--- src/rtl/cvd_pkg.sv ---
// Shared game-level types and constants for the turn arbiter and related blocks.
package cvd_pkg;

  localparam int unsigned ONE_SECOND = 65_000_000;

  typedef enum logic [3:0] {
    ST_IDLE,
    ST_L_WAIT,
    ST_L_FLIGHT,
    ST_GAP_TO_R,
    ST_R_WAIT,
    ST_R_PRESS,
    ST_R_FLIGHT,
    ST_GAP_TO_L,
    ST_OVER
  } turn_state_t;

  function automatic logic turn_is_local(input turn_state_t s);
    return (s == ST_L_WAIT) || (s == ST_L_FLIGHT);
  endfunction

endpackage

--- src/rtl/pin_sync_filter.sv ---
// Two-flop synchronizer plus stability filter for a slow asynchronous inter-board pin.
module pin_sync_filter #(
  parameter int unsigned STABLE = 16
) (
  input  logic clk,
  input  logic rst_n,
  input  logic din,
  output logic dout
);

  localparam int unsigned CW = $clog2(STABLE + 1);

  logic          sync1_q, sync2_q;
  logic          dout_q, dout_d;
  logic [CW-1:0] cnt_q, cnt_d;

  // The counter only advances while the synchronized pin disagrees with the output.
  always_comb begin
    dout_d = dout_q;
    cnt_d  = '0;
    if (sync2_q != dout_q) begin
      if (cnt_q == CW'(STABLE - 1)) begin
        dout_d = sync2_q;
      end else begin
        cnt_d = cnt_q + CW'(1);
      end
    end
  end

  always_ff @(posedge clk or negedge rst_n) begin
    if (!rst_n) begin
      sync1_q <= 1'b0;
      sync2_q <= 1'b0;
      dout_q  <= 1'b0;
      cnt_q   <= '0;
    end else begin
      sync1_q <= din;
      sync2_q <= sync1_q;
      dout_q  <= dout_d;
      cnt_q   <= cnt_d;
    end
  end

  assign dout = dout_q;

endmodule

--- src/rtl/turn_ctrl.sv ---
// Alternates local/remote turns, times the remote flight and inter-turn gaps, counts turns.
module turn_ctrl
  import cvd_pkg::*;
#(
  parameter int unsigned FLIGHT_CYCLES = ONE_SECOND,
  parameter int unsigned GAP_CYCLES    = 1024,
  parameter int unsigned SYNC_STABLE   = 16
) (
  input  logic       clk,
  input  logic       rst_n,
  input  logic       game_start,
  input  logic       game_over,
  input  logic       start_first,
  input  logic       throw_enable,
  input  logic       space_pin_rx,
  output logic       whose_turn,
  output logic       remote_throw_enable,
  output logic       remote_space,
  output logic [7:0] turn_num
);

  localparam logic [31:0] FLIGHT_LAST = 32'(FLIGHT_CYCLES - 1);
  localparam logic [31:0] GAP_LAST    = 32'(GAP_CYCLES - 1);

  turn_state_t state_q, state_d;
  logic [31:0] cnt_q, cnt_d;
  logic [7:0]  turn_q, turn_d;
  logic        te_q, rs_q;
  logic        whose_q, rte_q;
  logic        space_w;
  logic        te_rise, te_fall, rs_rise, rs_fall;
  logic        timed;

  pin_sync_filter #(.STABLE(SYNC_STABLE)) u_space_filter (
    .clk   (clk),
    .rst_n (rst_n),
    .din   (space_pin_rx),
    .dout  (space_w)
  );

  assign te_rise = throw_enable & ~te_q;
  assign te_fall = ~throw_enable & te_q;
  assign rs_rise = space_w & ~rs_q;
  assign rs_fall = ~space_w & rs_q;

  always_comb begin
    state_d = state_q;
    turn_d  = turn_q;
    if (game_over) begin
      state_d = ST_OVER;
    end else if (game_start) begin
      state_d = start_first ? ST_L_WAIT : ST_R_WAIT;
      turn_d  = '0;
    end else begin
      case (state_q)
        ST_L_WAIT:   if (te_rise) state_d = ST_L_FLIGHT;
        ST_L_FLIGHT: if (te_fall) state_d = ST_GAP_TO_R;
        ST_GAP_TO_R: if (cnt_q == GAP_LAST) begin
          state_d = ST_R_WAIT;
          turn_d  = turn_q + 8'd1;
        end
        ST_R_WAIT:   if (rs_rise) state_d = ST_R_PRESS;
        ST_R_PRESS:  if (rs_fall) state_d = ST_R_FLIGHT;
        ST_R_FLIGHT: if (cnt_q == FLIGHT_LAST) state_d = ST_GAP_TO_L;
        ST_GAP_TO_L: if (cnt_q == GAP_LAST) begin
          state_d = ST_L_WAIT;
          turn_d  = turn_q + 8'd1;
        end
        default: ;
      endcase
    end
  end

  // Any state entry (including a restart into the same state) restarts the shared counter.
  always_comb begin
    timed = (state_d == state_q) && !game_over && !game_start &&
            ((state_q == ST_GAP_TO_R) || (state_q == ST_R_FLIGHT) || (state_q == ST_GAP_TO_L));
    cnt_d = timed ? cnt_q + 32'd1 : '0;
  end

  always_ff @(posedge clk or negedge rst_n) begin
    if (!rst_n) begin
      state_q <= ST_IDLE;
      cnt_q   <= '0;
      turn_q  <= '0;
      te_q    <= 1'b0;
      rs_q    <= 1'b0;
      whose_q <= 1'b1;
      rte_q   <= 1'b0;
    end else begin
      state_q <= state_d;
      cnt_q   <= cnt_d;
      turn_q  <= turn_d;
      te_q    <= throw_enable;
      rs_q    <= space_w;
      whose_q <= ~turn_is_local(state_d);
      rte_q   <= (state_d == ST_R_FLIGHT);
    end
  end

  assign whose_turn          = whose_q;
  assign remote_throw_enable = rte_q;
  assign remote_space        = space_w;
  assign turn_num            = turn_q;

endmodule

--- config.mk ---
export PLATFORM = sky130hd
export DESIGN_NAME = turn_ctrl
export DESIGN_NICKNAME = d
export VERILOG_FILES = /design/src/rtl/cvd_pkg.sv /design/src/rtl/pin_sync_filter.sv /design/src/rtl/turn_ctrl.sv
export SDC_FILE = /design/constraint.sdc
export NUM_CORES = 1
export LEC_CHECK = 0
export ABC_AREA = 1
export CAP_MARGIN = 0
export CELL_PAD_IN_SITES_DETAIL_PLACEMENT = 0
export CELL_PAD_IN_SITES_GLOBAL_PLACEMENT = 2
export CORE_MARGIN = 2
export CORE_UTILIZATION = 38
export CTS_BUF_LIST = sky130_fd_sc_hd__clkbuf_4
export CTS_CLUSTER_SIZE = 10
export DETAILED_ROUTE_END_ITERATION = 10
export PLACE_DENSITY = 0.81
export SLEW_MARGIN = 5
export SYNTH_ARGS = -nofsm -noshare
export SYNTH_HDL_FRONTEND = slang
export SYNTH_SLANG_ARGS = --single-unit
--- constraint.sdc ---
create_clock -name clk -period 2.6 [get_ports clk]
set_clock_uncertainty 0.05 [all_clocks]
set_input_delay 0.26 -clock clk [delete_from_list [all_inputs] [get_ports clk]]
set_output_delay 0.26 -clock clk [all_outputs]
set_load 0.03 [all_outputs]
Word level (Yosys, flattened, before mapping)
Index checks and enable logic that the tools add are counted.
{"block": "totals", "regBits": 56, "in_bits": 7, "output_inout_bits": 11}
{"block": "op_classes", "n_addsub": 3, "eq_ne": 15, "muxes": 17, "bitwise": 10, "reduce_logical": 13}
{"cell": "$mux W4", "n": 9}
{"cell": "$add A32 B1 Y32 const B", "n": 1}
{"cell": "$eq A32 B10 Y1 const B", "n": 1}
{"cell": "$eq A32 B26 Y1 const B", "n": 1}
{"cell": "$mux W32", "n": 1}
{"cell": "$pmux W4 S7", "n": 1}
{"cell": "$mux W8", "n": 3}
{"cell": "$eq A4 B3 Y1 const B", "n": 5}
{"cell": "$eq A4 B2 Y1 const B", "n": 3}
{"cell": "$mux W5", "n": 2}
{"cell": "$add A8 B1 Y8 const B", "n": 1}
{"cell": "$eq A4 B1 Y1 const B", "n": 2}
{"cell": "$not A1 Y1", "n": 6}
{"cell": "$add A5 B1 Y5 const B", "n": 1}
{"cell": "$eq A5 B4 Y1 const B", "n": 1}
{"cell": "$and A1 B1 Y1", "n": 4}
{"cell": "$eq A4 B4 Y1", "n": 1}
{"cell": "$reduce_bool A2 Y1", "n": 2}
{"cell": "$logic_and A1 B1 Y1", "n": 3}
{"cell": "$logic_or A1 B1 Y1", "n": 3}
{"cell": "$mux W3", "n": 1}
{"cell": "$reduce_and A3 Y1", "n": 1}
{"cell": "$logic_not A1 Y1", "n": 2}
{"cell": "$reduce_and A2 Y1", "n": 1}
{"cell": "2 further kinds", "n": 2}

Logic depth before layout (Yosys ltp)
{"block": "logic_depth", "ltp_word": 11, "ltp_mapped": 15, "mapped_depth_nobuf": 14}

By module
From an unflattened synthesis, not the netlist that was laid out.
{"block": "hier_totals", "hier_cells": 436, "hier_area_um2": 3543.4}
{"module": "turn_ctrl", "n_inst": 1, "cells_per_inst": 401, "area_each_um2": 3220.6, "seq_area_each_um2": 1202.4}
{"module": "pin_sync_filter", "n_inst": 1, "cells_per_inst": 35, "area_each_um2": 322.8, "seq_area_each_um2": 200.2}

Worst setup path after synthesis
Ideal clock, no wire load.
{"block": "synth_path", "path_kind": "flip-flop to flip-flop", "start": "register cnt_q[0]", "end": "register cnt_q[5]", "setup_ns": 0.128, "arrival_ns": 1.703, "required_time_ns": 2.422, "setup_slack_ns": 0.720, "stages_incl_launch_ff": 14, "n_path_buf": 1, "cell_sequence": "dfrtp_1 ha_1 nand2_1 nor2_4 nand2_2 nor2_4 nand2_4 a21oi_2 nand3_1 nand2_1 inv_2 nand2_8 buf_12 nor2_4"}
{"block": "synth_between", "elab_chain_len": 10, "word_cells_on_any_way": 14}
{"element": "from (decl)", "line": "turn_ctrl.sv:26", "text": "logic [31:0] cnt_q, cnt_d;"}
{"element": "from (signal assigned)", "line": "turn_ctrl.sv:92", "text": "cnt_q <= cnt_d;"}
{"element": "$eq A32 B10 Y1 or $eq A32 B26 Y1 (tied branches)", "line": "turn_ctrl.sv:58, turn_ctrl.sv:65, turn_ctrl.sv:64"}
{"element": "$mux W4 (on tied branches)", "line": "turn_ctrl.sv:65, turn_ctrl.sv:58, turn_ctrl.sv:64"}
{"element": "$pmux W4 S7", "line": "turn_ctrl.sv:55", "text": "case (state_q)"}
{"element": "$mux W4", "line": "turn_ctrl.sv:51", "text": "end else if (game_start) begin"}
{"element": "$mux W4", "line": "turn_ctrl.sv:49", "text": "if (game_over) begin"}
{"element": "$eq A4 B4 Y1", "line": "turn_ctrl.sv:76", "text": "timed = (state_d == state_q) && !game_over && !game_start &&"}
{"element": "$logic_and A1 B1 Y1 (3 in series)", "line": "turn_ctrl.sv:76"}
{"element": "$mux W32 *", "line": "turn_ctrl.sv:78", "text": "cnt_d = timed ? cnt_q + 32'd1 : '0;"}
{"element": "net cnt_d[5]", "line": "turn_ctrl.sv:26"}
Mark *: on every way through the listed nets, which the timed path passes. The rest lies on a longest branch.
A chain may end at the register's enable or synchronous reset.

Worst setup path in the final report
{"block": "layout_path", "start": "register cnt_q[0]", "end": "register cnt_q[10]"}
Same word-level chain as after synthesis.

==> impl_metrics.toml <==
[logic_synthesis]
yosysWarnings = 0
ys_ff_latch = 56
synthesis.area_um2 = 3510
syn_inst = 424
yosys.area.top_type = "dfrtp_1"
synth_top_area_share_pct = 39.2
synth.yosys.seq_area_share_pct = 39.9
synth.avg_cell_area_um2 = 8.29
synth.net_count = 434
synth.distinct_cells = 31
synth_area_leaders = "dfrtp_1, nor2_4, nand2_1, xor2_1, inv_1"

[place]
hpwl_mm = 6.00
io_buffers = 17
place_ws_ns = 0.338
gp_congestion = 0.834

[setup_path]
worst_path_most_repeated_cell = "nor2_4"
reg2reg_depth = 13
critical_path.endpoint_type = "register"
crit_buf_inv = 2
r2r_end = "cnt_q[10]"
cp-start-kind = "register"
worstSetupPathType = "register to register"
r2r_start = "cnt_q[0]"
path_max_fanout = 16
ff2ff_setup_slack_ns = 0.33
cp-endpoint = "cnt_q[10]"
startpoint = "cnt_q[0]"
required_ns = 2.83
critical_path_arrival_ns = 2.49
cp_top_family = "simple AND/OR/NAND/NOR gates"
path_cells = "ha_1 > nand2_1 > nor2_4 > nand2_2 > nor2_4 > nand2_4 > a21oi_2 > nand3_1 > nand2_1 > inv_2 > nand2_8 > buf_4 > nor2_4"
critPathMaxStageDelay_ns = 0.42
worst_path_max_delay_cell = "dfrtp_1"
crit_cells = 13

[pwr]
pwr-share-clk_pct = 27.8
p_int_uw = 1070
seqPwrFrac_pct = 63.1
vdd_drop_max_mv = 0.188
cellPowerDensity_nw_per_um2 = 371
switching_share_pct = 25.9
p_switching_uw = 373
power_uw = 1440
comb_power_share_pct = 9.1
leakage_uw = 0.00160

[die]
core_area_um2 = 9110
initial_core_util_pct = 38.6
die_y_um = 100
die_area_um2 = 10000
fp.dieW_um = 100
io_pins = 18
fp-row-count = 35

[final_layout]
area_growth_syn_to_layout_pct = 10.4
mostFrequentLayoutCells = "nand2_1, dfrtp_1, inv_1"
nFillCells = 939
drive_above_1_share_pct = 16.4
n_antenna_cell = 0
nets = 459
final_common_cell = "nand2_1"

[grt]
grtUsageMet3_pct = 2.51
grt_max_degree = 33
antenna_found_initial = 0
grt_overflow_total = 0
top_usage_layer = "met2"
grt_pass1_wl_mm = 13.4
grt_pass1_vias = 2669
track_usage_pct = 16.8
use_met1_pct = 23.4
grt_use_met2_pct = 27.7

[sta]
max_slew_margin_pct = 57.6
setup_slack_ns = 0.335
drv_slew = 0
hold_viol = 0
holdWs_ns = 0.252
rsz0062_at_grt = "false"
tightest_slew_ns = 0.636
layout_min_cycle_time_ns = 2.27
setup_violations = 0
finalSetupTns_ns = 0
fin_crit_sh_pct = 87.1
clock.fmax_mhz = 441

[drt]
wl_per_cell_um = 13.4
detail_route.vias_per_cell = 4.75
vias = 2665
dr.pass1.iters = 4
drt_iter0_markers = 108
routed_wl_mm = 7.54
drc = 0
postRouteAntennaNets = 0

[clock_tree]
numCtsBuffers = 5
cts_tree = "yes"
clkSlewWorstSetupHoldPaths_ns = 0.16
clk_latency_ns = 0.38
clockRootBuffer = "clkbuf_4"
ctsResizeCount = 0
cts_max_path_buffers = 2
clock-sinks = 56
h-tree-depth = 2

[hold_path]
min_path_type = "primary input to register"

[outcome]
status = "finished, final reports clean"

[job]
max_cap_violations = 0
-- cell type report --
class	instances	area [µm²]	area share [%]
tap	111	139	3.58
inverter	62	233	6.00
clock inverter	1	5.00	0.129
multi-input combinational	301	1810	46.7
sequential	56	1400	36.1
timing repair buffer	23	238	6.13
clock buffer	7	52.6	1.35
-- per-layer routing --
layer | up-vias | share of wire, %
met5 | - | 0
met4 | 0 | 1.0
met3 | 8 | 2.0
met2 | 31 | 47
met1 | 1251 | 50
li1 | 1375 | -
-- per-stage QoR --
stage | utilization, % | cell area [µm²] | cells
floorplan | - | 3510 | 424
global placement | 41.9 | 3810 | 552
detailed placement | 41.9 | 3810 | 552
CTS | 42.6 | 3880 | 561
global route | 42.6 | 3880 | 561
finish | 42.6 | 3880 | 561
-- worst reg2reg max path, delay by kind of cell (launching register included) --
| family | cells | cell delay, ns |
|---|---|---|
| AND/OR/NAND/NOR | 9 | 1.03 |
| adder cells (fa/ha/maj) | 1 | 0.20 |
| buffers and inverters | 2 | 0.32 |
| flip-flops | 1 | 0.42 |
| AO/OA/AOI/OAI | 1 | 0.17 |
-- sequential cells by signal, summed over array words and instances (netlist names) --
register / flops
u_space_filter.sync2_q: 1
whose_turn: 1
remote_throw_enable: 1
te_q: 1
u_space_filter.cnt_q: 5
u_space_filter.sync1_q: 1
rs_q: 1
turn_num: 8
u_space_filter.dout: 1
cnt_q: 32
state_q: 4
-- cell usage after synthesis, drive strengths merged --
cell and n:
o31ai 6, and3 1, inv 62, dfstp 1, nor2 83, nor3 20
a21oi 9, buf 4, nand4 9, nand3 20, clkbuf 1, nor4 6
ha 3, xor2 32, nand2 102, xnor2 4, o21ai 5, dfrtp 55
a21o 1
-- cell families (layout without fill, tap and decap cells) --
| family | count (synthesis) | in the layout | synth area share [%] |
|---|---|---|---|
| DFF | 56 | 56 | 39.9 |
| adders and majority gates | 3 | 3 | 1.07 |
| buffers and inverters | 67 | 93 | 8.58 |
| AOI/OAI and AO/OA | 21 | 21 | 3.70 |
| and+or+nand+nor | 241 | 241 | 37.8 |
| xor gates and xnor gates | 36 | 36 | 8.97 |
-- worst min path at each step --
stage                        endpoint  cells past startpoint  slack [ns]         start
2_1_floorplan                cnt_q[0]                      0       -0.09         rst_n
6_report       u_space_filter.sync1_q                      1        0.25  space_pin_rx
3_3_place_gp                cnt_q[24]                      1        0.28         rst_n
3_5_place_dp                cnt_q[24]                      1        0.28         rst_n
4_1_cts        u_space_filter.sync1_q                      1        0.23  space_pin_rx
5_1_grt        u_space_filter.sync1_q                      1        0.23  space_pin_rx
-- power groups by stage --
stage / Sequential, µW / Combinational [µW] / Clock (µW)
floorplan: 936 / 57.2 / 0
global placement: 924 / 133 / 0
detailed placement: 924 / 133 / 0
CTS: 909 / 135 / 426
global route: 912 / 148 / 455
finish: 908 / 131 / 400
-- repair_timing --
item | CTS | global route
hold buffers | 1 | 0
hold endpoints to repair | 23 | 0
setup buffers | 0 | 0
setup endpoints to repair | 0 | 0
Power figures use the tool's default switching activity.
